<file path="config.mk">
export PLATFORM = sky130hd
export DESIGN_NAME = program_sequencer
export DESIGN_NICKNAME = d
export VERILOG_FILES = /design/src/rtl/program_sequencer_pkg.sv /design/src/rtl/program_sequencer_ras_stack.sv /design/src/rtl/program_sequencer.sv
export SDC_FILE = /design/constraint.sdc
export NUM_CORES = 1
export LEC_CHECK = 0
export ABC_AREA = 1
export CORE_MARGIN = 2
export CORE_UTILIZATION = 50
export DETAILED_ROUTE_END_ITERATION = 10
export PLACE_DENSITY_LB_ADDON = 0.08
export SLEW_MARGIN = 5
export SYNTH_ARGS = -nofsm -noshare
export SYNTH_HDL_FRONTEND = slang
export SYNTH_SLANG_ARGS = --single-unit
</file>
<file path="constraint.sdc">
create_clock -name clock -period 4.35 [get_ports clock]
set_input_delay 0.87 -clock clock [delete_from_list [all_inputs] [get_ports clock]]
set_output_delay 0.87 -clock clock [all_outputs]
set_load 0.02 [all_outputs]
</file>
<file path="src/rtl/program_sequencer_pkg.sv">
// Shared types for the program sequencer: run/halt state and next-PC source selector.
package program_sequencer_pkg;

    typedef enum logic {
        ST_RUN,
        ST_HALTED
    } state_t;

    typedef enum logic [2:0] {
        SRC_HOLD,
        SRC_RET,
        SRC_JR,
        SRC_JAL,
        SRC_JMP,
        SRC_BR,
        SRC_SEQ,
        SRC_TRAP
    } src_t;

endpackage

</file>
<file path="src/rtl/program_sequencer_ras_stack.sv">
// Circular return-address stack; a push onto a full stack silently overwrites the oldest entry.
module ras_stack #(
    parameter int WIDTH = 32,
    parameter int DEPTH = 8
) (
    input  logic                         clock,
    input  logic                         reset,
    input  logic                         push,
    input  logic                         pop,
    input  logic [WIDTH-1:0]             din,
    output logic [WIDTH-1:0]             top,
    output logic [$clog2(DEPTH+1)-1:0]   count,
    output logic                         full,
    output logic                         empty
);
    localparam int CNT_W = $clog2(DEPTH + 1);
    localparam int PTR_W = $clog2(DEPTH);

    logic [WIDTH-1:0] mem [DEPTH];
    logic [PTR_W-1:0] wrPtr;
    logic [PTR_W-1:0] topPtr;

    function automatic logic [PTR_W-1:0] ptrInc(input logic [PTR_W-1:0] p);
        return (p == PTR_W'(DEPTH - 1)) ? '0 : p + 1'b1;
    endfunction

    function automatic logic [PTR_W-1:0] ptrDec(input logic [PTR_W-1:0] p);
        return (p == '0) ? PTR_W'(DEPTH - 1) : p - 1'b1;
    endfunction

    // wrPtr is the next free slot; when full it also points at the oldest entry
    assign topPtr = ptrDec(wrPtr);
    assign top    = mem[topPtr];
    assign full   = (count == CNT_W'(DEPTH));
    assign empty  = (count == '0);

    always_ff @(posedge clock) begin
        if (reset) begin
            wrPtr <= '0;
            count <= '0;
        end else if (push) begin
            wrPtr <= ptrInc(wrPtr);
            if (!full)
                count <= count + 1'b1;
        end else if (pop && !empty) begin
            wrPtr <= topPtr;
            count <= count - 1'b1;
        end
    end

    always_ff @(posedge clock) begin
        if (push && !reset)
            mem[wrPtr] <= din;
    end

endmodule

</file>
<file path="src/rtl/program_sequencer.sv">
// Program-counter sequencer: prioritised next-PC select, run/halt FSM and return-address stack.
module program_sequencer
    import program_sequencer_pkg::*;
#(
    parameter int                ADDR_W     = 32,
    parameter int unsigned       STEP       = 1,
    parameter int                RAS_DEPTH  = 8,
    parameter logic [ADDR_W-1:0] RESET_ADDR = '0,
    parameter logic [ADDR_W-1:0] TRAP_ADDR  = 'h40
) (
    input  logic                             clock,
    input  logic                             reset,
    input  logic                             halt,
    input  logic                             resume,
    input  logic                             stall,
    input  logic                             branch,
    input  logic                             branch_ne,
    input  logic                             zero,
    input  logic [ADDR_W-1:0]                branch_target,
    input  logic                             jmp,
    input  logic                             jal,
    input  logic [ADDR_W-1:0]                jump_target,
    input  logic                             jr,
    input  logic [ADDR_W-1:0]                jr_target,
    input  logic                             ret,
    output logic [ADDR_W-1:0]                pc,
    output logic [ADDR_W-1:0]                link_addr,
    output logic                             halted,
    output logic [$clog2(RAS_DEPTH+1)-1:0]   ras_count,
    output logic                             ras_overflow,
    output logic                             ras_underflow
);
    state_t            state;
    src_t              srcSel;
    logic [ADDR_W-1:0] nextPc;
    logic [ADDR_W-1:0] rasTop;
    logic              rasFull;
    logic              rasEmpty;
    logic              rasPush;
    logic              rasPop;
    logic              brTaken;

    assign link_addr = pc + ADDR_W'(STEP);
    assign halted    = (state == ST_HALTED);
    assign brTaken   = branch & (zero ^ branch_ne);

    always_comb begin
        srcSel = SRC_SEQ;
        if (halt || state == ST_HALTED) srcSel = SRC_HOLD;
        else if (stall)                 srcSel = SRC_HOLD;
        else if (ret)                   srcSel = rasEmpty ? SRC_TRAP : SRC_RET;
        else if (jr)                    srcSel = SRC_JR;
        else if (jal)                   srcSel = SRC_JAL;
        else if (jmp)                   srcSel = SRC_JMP;
        else if (brTaken)               srcSel = SRC_BR;
    end

    always_comb begin
        nextPc = link_addr;
        case (srcSel)
            SRC_HOLD: nextPc = pc;
            SRC_RET:  nextPc = rasTop;
            SRC_TRAP: nextPc = TRAP_ADDR;
            SRC_JR:   nextPc = jr_target;
            SRC_JAL:  nextPc = jump_target;
            SRC_JMP:  nextPc = jump_target;
            SRC_BR:   nextPc = branch_target;
            default:  nextPc = link_addr;
        endcase
    end

    // Only the winning source may touch the stack, so masked jal/ret requests are inert
    assign rasPush = (srcSel == SRC_JAL);
    assign rasPop  = (srcSel == SRC_RET);

    ras_stack #(
        .WIDTH (ADDR_W),
        .DEPTH (RAS_DEPTH)
    ) uRas (
        .clock (clock),
        .reset (reset),
        .push  (rasPush),
        .pop   (rasPop),
        .din   (link_addr),
        .top   (rasTop),
        .count (ras_count),
        .full  (rasFull),
        .empty (rasEmpty)
    );

    always_ff @(posedge clock) begin
        if (reset) begin
            state         <= ST_RUN;
            pc            <= RESET_ADDR;
            ras_overflow  <= 1'b0;
            ras_underflow <= 1'b0;
        end else begin
            case (state)
                ST_RUN:    if (halt) state <= ST_HALTED;
                ST_HALTED: if (resume && !halt) state <= ST_RUN;
                default:   state <= ST_RUN;
            endcase
            pc <= nextPc;
            if (rasPush && rasFull)
                ras_overflow <= 1'b1;
            if (srcSel == SRC_TRAP)
                ras_underflow <= 1'b1;
        end
    end

endmodule

</file>
[Word level (Yosys, flattened, before mapping)]
Memories as Yosys holds them, arrays and structs flattened.
Cells that the tools add are included.
Word-level totals
  register bits after elaboration: 42
  memory bits (writable): 256
  input port bits: 108
  output and inout port bits: 71
  word-level logic and storage cells: 59
  memories kept: 1
Operators by class
  add/sub/neg operators: 5
  eq/ne operators: 9
  mux-type cells: 21
  bitwise operators: 3
  reduce and logical (&&, ||, !) cells: 14
Memories
  uRas.mem: words 8, width 32, rd ports 1, clocked after Yosys merged registers in 0, write ports 1, line program_sequencer_ras_stack.sv:19  | logic [WIDTH-1:0] mem [DEPTH];
Operators by type and width (count)
  32-bit case mux with 6 select lines: 1
  32-bit by 1-bit adder with 32-bit output (second input constant): 1
  3-bit 2-to-1 mux: 10
  3-bit == test (second input constant): 4
  4-bit 2-to-1 mux: 3
  3-bit by 2-bit == test with 1-bit output (second input constant): 2
  3-bit logical NOT: 2
  4-bit by 1-bit adder with 4-bit output (second input constant): 1
  4-bit == test (second input constant): 1
  1-bit logical AND: 4
  4-bit logical NOT: 1
  1-bit 2-to-1 mux: 4
  2-bit 2-to-1 mux: 2
  4-bit by 1-bit subtractor with 4-bit output (second input constant): 1
  3-bit by 1-bit adder with 3-bit output (second input constant): 1
  3-bit by 1-bit == test with 1-bit output (second input constant): 1
  1-bit logical NOT: 3
  3-bit by 1-bit subtractor with 3-bit output (second input constant): 1
  2-bit != test (second input constant): 1
  1-bit case mux with 2 select lines: 1
  2-bit AND reduction: 1
  2-bit nonzero test: 1
  2-bit OR reduction: 1
  1-bit bitwise AND: 1
  other kinds (3): 3

[Logic depth before layout (Yosys ltp)]
  depth after elaboration: 13
  gate-level depth with buffers: 17
  gate-level depth less buffers: 15

[Modules after synthesis]
From an unflattened synthesis, not the netlist that was laid out.
Second synthesis, totals
  cell total of the unflattened synthesis: 1531
  area total of the unflattened synthesis: 14049.7 um^2
By module, submodules not included
  ras_stack: times used 1, cells an instance 943, area an instance 10782.8 um^2, seq. area each 7827.5 um^2
  program_sequencer: times used 1, cells an instance 588, area an instance 3266.9 um^2, seq. area each 700.7 um^2

[Worst setup path before layout]
No wires, ideal clock.
  path kind: input -> register
  start point: in stall
  end point: mem uRas.mem[3][0] (enable)
  arrival: 3906 ps
  required time: 3889 ps
  setup slack: -17 ps
  stages on the path: 7
  buffers on the path: 0
  cells stage by stage: nor3_4 -> inv_2 -> nor2_4 -> nand2_2 -> nor2_1 -> nand2_1 -> nor3_1
On the way
  cells in the longest elaborated chain, start to end: 6
Ends and longest elaborated chain
  from (decl): line program_sequencer.sv:15  | input logic stall,
  3-bit 2-to-1 mux: line program_sequencer.sv:50  | else if (stall) srcSel = SRC_HOLD;
  3-bit 2-to-1 mux: line program_sequencer.sv:49  | if (halt || state == ST_HALTED) srcSel = SRC_HOLD;
  3-bit by 2-bit == test with 1-bit output: line program_sequencer.sv:73  | assign rasPush = (srcSel == SRC_JAL);
  1-bit logical AND: line program_sequencer_ras_stack.sv:52  | if (push && !reset)
  1-bit 2-to-1 mux: line program_sequencer_ras_stack.sv:52
  1-bit 2-to-1 mux (implied by the code): line program_sequencer_ras_stack.sv:53  | mem[wrPtr] <= din;
  to (decl): line program_sequencer_ras_stack.sv:19
Every way passes these cells.

[Final worst setup path]
  start point: reg pc[2]
  end point: out link_addr[11]
On the way
  cells in the longest elaborated chain, start to end: 1
Ends and longest elaborated chain
  from (decl): line program_sequencer.sv:26  | output logic [ADDR_W-1:0] pc,
  from (signal assigned): line program_sequencer.sv:103  | pc <= nextPc;
  32-bit by 1-bit adder with 32-bit output: line program_sequencer.sv:43  | assign link_addr = pc + ADDR_W'(STEP);
  to (decl): line program_sequencer.sv:27  | output logic [ADDR_W-1:0] link_addr,
Every way passes these cells.

==> metrics.log <==
[metrics] layout-stage area growth over the synthesis result: 25.3%
[metrics] DRT Wirelength: ~43,000 um
[metrics] post-synthesis net count: 1,535
[metrics] cell at the root of the clock tree: sky130_fd_sc_hd__clkbuf_16
[metrics] Post-DP HPWL: roughly 27,000 um
[metrics] via total after detailed routing: 11,309
[metrics] DRC viols: 0
[metrics] number of buffer and inverter instances along the worst setup path: 2
[metrics] outcome: completed
[metrics] post-place setup slack: roughly 0.75 ns
[metrics] initial standard-cell utilization of the core: 51.0%
[metrics] first drt pass iteration count: 8
[metrics] first-iteration detailed-routing DRC count: 1,163
[metrics] hold violation total from the final report: 0
[metrics] Die H: about 170 um
[metrics] number of max-cap violations: 0
[metrics] Post-Synthesis Mean Instance Area: approximately 9.7 um2
[metrics] commonest cells after routing, fill and taps aside: sky130_fd_sc_hd__nand2_1 (355), sky130_fd_sc_hd__edfxtp_1 (256), sky130_fd_sc_hd__nand3_1 (181), sky130_fd_sc_hd__nor2_1 (178), sky130_fd_sc_hd__clkdlybuf4s50_1 (178)
[metrics] TritonCTS Buffers: 30
[metrics] f_max: ~240 MHz
[metrics] # placed instances: ~1,900
[metrics] kind of critical path: reg -> out
[metrics] arrival time worst endpoint: between 3 and 4 ns
[metrics] post-layout instance count excluding filler cells: 1,974
[metrics] Total Power: approximately 7.3 mW
[metrics] ANT nets after route: 0
[metrics] yosys synthesis warning count: 0
[metrics] global route total overflow: 0
[metrics] Hold Crit Class: reg -> reg
[metrics] area inside the core boundary: between 0.02 and 0.03 mm2
[metrics] PostCTS Resize Cnt: 0
[metrics] Layout Skew: roughly 0.011 ns
[metrics] fraction of the yosys area taken by sequential cells: 62.0%
[metrics] width of the die: 170 um
[metrics] number of rows created at floorplan: 60
[metrics] number of flip-flops and latches in the synthesized netlist: just under 300
[metrics] maximum level of the CTS H-tree: 1
[metrics] category of the worst setup path launch point: register
[metrics] post-synthesis instance total: between 1,000 and 1,500
[metrics] number of post-CTS setup repair buffers: 0
[metrics] routed via count divided by cell count: 5.73
[metrics] kind of end point of the critical path: output port
[metrics] layout cell share with drive strength beyond 1: approximately 8.9%
[metrics] number of filler cells placed in the layout: approximately 2,200
[metrics] GR Util All Layers: between 20% and 30%
[metrics] Least-Margin Pin Slew: 0.837 ns
[metrics] worst slew margin relative to its limit: 44.2%
[metrics] number of setup violations in the final report: 0
[metrics] footprint of the flip-flops and latches: 0.00853 mm2
[metrics] overall die area: 0.0288 mm2
[metrics] total number of clock tree sinks: a little under 300
[metrics] most common cell after layout, fill and taps aside: sky130_fd_sc_hd__nand2_1
[metrics] global-route wire length before repair: around 64,000 um
[metrics] share of the cycle needed by the critical path after routing: roughly 96%
[metrics] worst-path cell chain: nand3_1 > inv_1 > nand2_2 > nor2_4 > nand2_1 > nor2_2 > xor2_1 > clkdlybuf4s50_1
[metrics] area of the multi-input gates: about 0.0047 mm2
[metrics] diode insertion count for antenna repair: 0
[metrics] maximum count of clock buffers along a single path: 3
[metrics] Worst-Skew Late Latency: ~0.56 ns
[metrics] worst-case setup margin in the final layout: ~0.17 ns
[metrics] worst hold-check slack: 0.456 ns
[metrics] number of hold buffers added after CTS: 0
[metrics] final-layout setup total negative slack: 0 ns
[metrics] unrepaired setup endpoints after global routing: no
[metrics] maximum cell stage delay along the critical path: around 0.74 ns
[metrics] initial antenna violation count: 0
[metrics] clock tree from TritonCTS: built
[metrics] vias in the first global route: ~11,000
[metrics] Crit Path Max Fanout: 10
[metrics] library cell contributing the largest single delay on the critical path: sky130_fd_sc_hd__clkdlybuf4s50_1
[metrics] Power Dens Cells: 423 mW/mm2
[metrics] Total Nets Final: roughly 1,700
[metrics] VDD IR-drop max: between 0.3 and 0.4 mV
[metrics] post-layout min period: around 4.2 ns
[metrics] count of pins over their slew limit: 0
[metrics] data required time of the critical path: roughly 3.5 ns
[metrics] LEAKAGE: between 6 and 7 nW
[metrics] distinct cell type count after synthesis: 34
[metrics] average wire per standard cell: approximately 22 um
[metrics] Worst-path clk slew: approximately 0.060 ns
[metrics] Port Buffers: ~180
[metrics] gp weighted congestion: 0.899
[metrics] Cell Area, Synth: 0.0137 mm2
[metrics] total I/O pin count: 179
[metrics] Crit path max-delay family: buffers and inverters
[metrics] maximum number of pins on one net before global-route repair: 102
## registers in the layout (all words and copies together) (netlist names)
register       flops
uRas.wrPtr         3
halted             1
ras_overflow       1
uRas.mem         256
pc                32
ras_underflow      1
uRas.count         4
## cell type report
| class | instances | area share, % |
|---|---|---|
| Inverter | 61 | 1.33 |
| Clock inverter | 16 | 1.18 |
| Tap cell | 341 | 2.48 |
| Multi-Input combinational cell | 983 | 27.3 |
| Timing Repair Buffer | 235 | 13.1 |
| Sequential cell | 298 | 49.5 |
| Clock buffer | 40 | 5.06 |
## path summary, 6_finish.rpt
check | from | to | slack (ns) | cells after the start
setup reg to reg | uRas.wrPtr[1] | pc[19] | 1.16 | 12
setup / recovery | pc[2] | link_addr[11] | 0.17 | 8
hold reg to reg | ras_underflow | ras_underflow | 0.46 | 2
hold / removal | ras_underflow | ras_underflow | 0.46 | 2
## metrics by stage
step	instance area [um2]	utilization [%]
3_3_place_gp	16100	59.9
6_report	17200	63.9
3_5_place_dp	16100	59.9
2_1_floorplan	13700	-
5_1_grt	17200	63.9
4_1_cts	17200	63.9
## synth_stat cells
library cell | instances | area (um2)
sky130_fd_sc_hd__a31oi_1 | 13 | 81.3
sky130_fd_sc_hd__nand2_1 | 356 | 1340
sky130_fd_sc_hd__nor2_4 | 5 | 56.3
sky130_fd_sc_hd__and3_1 | 10 | 62.6
sky130_fd_sc_hd__mux2i_1 | 9 | 90.1
sky130_fd_sc_hd__a21oi_1 | 11 | 55.1
sky130_fd_sc_hd__o21a_1 | 2 | 15.0
sky130_fd_sc_hd__xnor2_1 | 12 | 105
sky130_fd_sc_hd__o21ai_0 | 89 | 445
sky130_fd_sc_hd__a21oi_2 | 1 | 8.76
sky130_fd_sc_hd__inv_1 | 53 | 199
sky130_fd_sc_hd__nor3_2 | 3 | 30.0
sky130_fd_sc_hd__o21ai_1 | 1 | 5.00
sky130_fd_sc_hd__buf_4 | 8 | 60.1
sky130_fd_sc_hd__dfxtp_1 | 42 | 841
sky130_fd_sc_hd__clkbuf_1 | 32 | 120
sky130_fd_sc_hd__nor2_2 | 3 | 18.8
sky130_fd_sc_hd__ha_1 | 7 | 87.6
sky130_fd_sc_hd__o22ai_1 | 21 | 131
sky130_fd_sc_hd__nor3_4 | 1 | 16.3
sky130_fd_sc_hd__buf_1 | 7 | 26.3
sky130_fd_sc_hd__buf_2 | 30 | 150
sky130_fd_sc_hd__nor2_1 | 183 | 687
sky130_fd_sc_hd__edfxtp_1 | 256 | 7690
sky130_fd_sc_hd__nand2_2 | 7 | 43.8
sky130_fd_sc_hd__xor2_1 | 18 | 158
sky130_fd_sc_hd__nand3_1 | 181 | 906
sky130_fd_sc_hd__inv_2 | 8 | 30.0
sky130_fd_sc_hd__nand4_1 | 16 | 100
sky130_fd_sc_hd__nor3_1 | 30 | 150
sky130_fd_sc_hd__nand3b_1 | 1 | 7.51
sky130_fd_sc_hd__nand3_2 | 1 | 10.0
sky130_fd_sc_hd__a32oi_1 | 1 | 8.76
sky130_fd_sc_hd__fa_1 | 1 | 20.0
## worst reg2reg max path, cell delays in order (launching register included)
cell,delay [ns]
sky130_fd_sc_hd__dfxtp_1,0.54
sky130_fd_sc_hd__inv_1,0.18
sky130_fd_sc_hd__ha_2,0.21
sky130_fd_sc_hd__ha_1,0.46
sky130_fd_sc_hd__inv_1,0.54
sky130_fd_sc_hd__buf_4,0.36
sky130_fd_sc_hd__a31oi_1,0.09
sky130_fd_sc_hd__a32oi_1,0.20
sky130_fd_sc_hd__nor2_1,0.09
sky130_fd_sc_hd__nor2_1,0.12
sky130_fd_sc_hd__nand3_1,0.14
sky130_fd_sc_hd__nor2_1,0.12
sky130_fd_sc_hd__nor2_1,0.05
## routing by layer
layer | track usage [%] | wire (um) | share of wire, %
met5 | 0 | 0 | 0
met4 | 6.58 | 757 | 1.8
met3 | 6.33 | 4130 | 9.7
met2 | 47.2 | 19800 | 46
met1 | 42.3 | 18000 | 42
## cells by family after synthesis
logic type	after synthesis	share of synthesized area, %
adder cells (fa/ha/maj)	8	0.783
buffers and inverters	138	4.26
flip-flops	298	62.0
AND/OR/NAND/NOR	797	24.9
AO/OA/AOI/OAI	139	5.46
XOR/XNOR	30	1.91
multiplexers	9	0.655
## where the power goes
| part | leakage (nW) | switching [mW] | internal, mW |
|---|---|---|---|
| Combinational | 3.09 | 0.839 | 0.464 |
| Sequential | 2.72 | 0.0553 | 3.14 |
| Clock | 0.519 | 1.09 | 1.70 |
No activity file was read; power rests on OpenSTA's default activity.
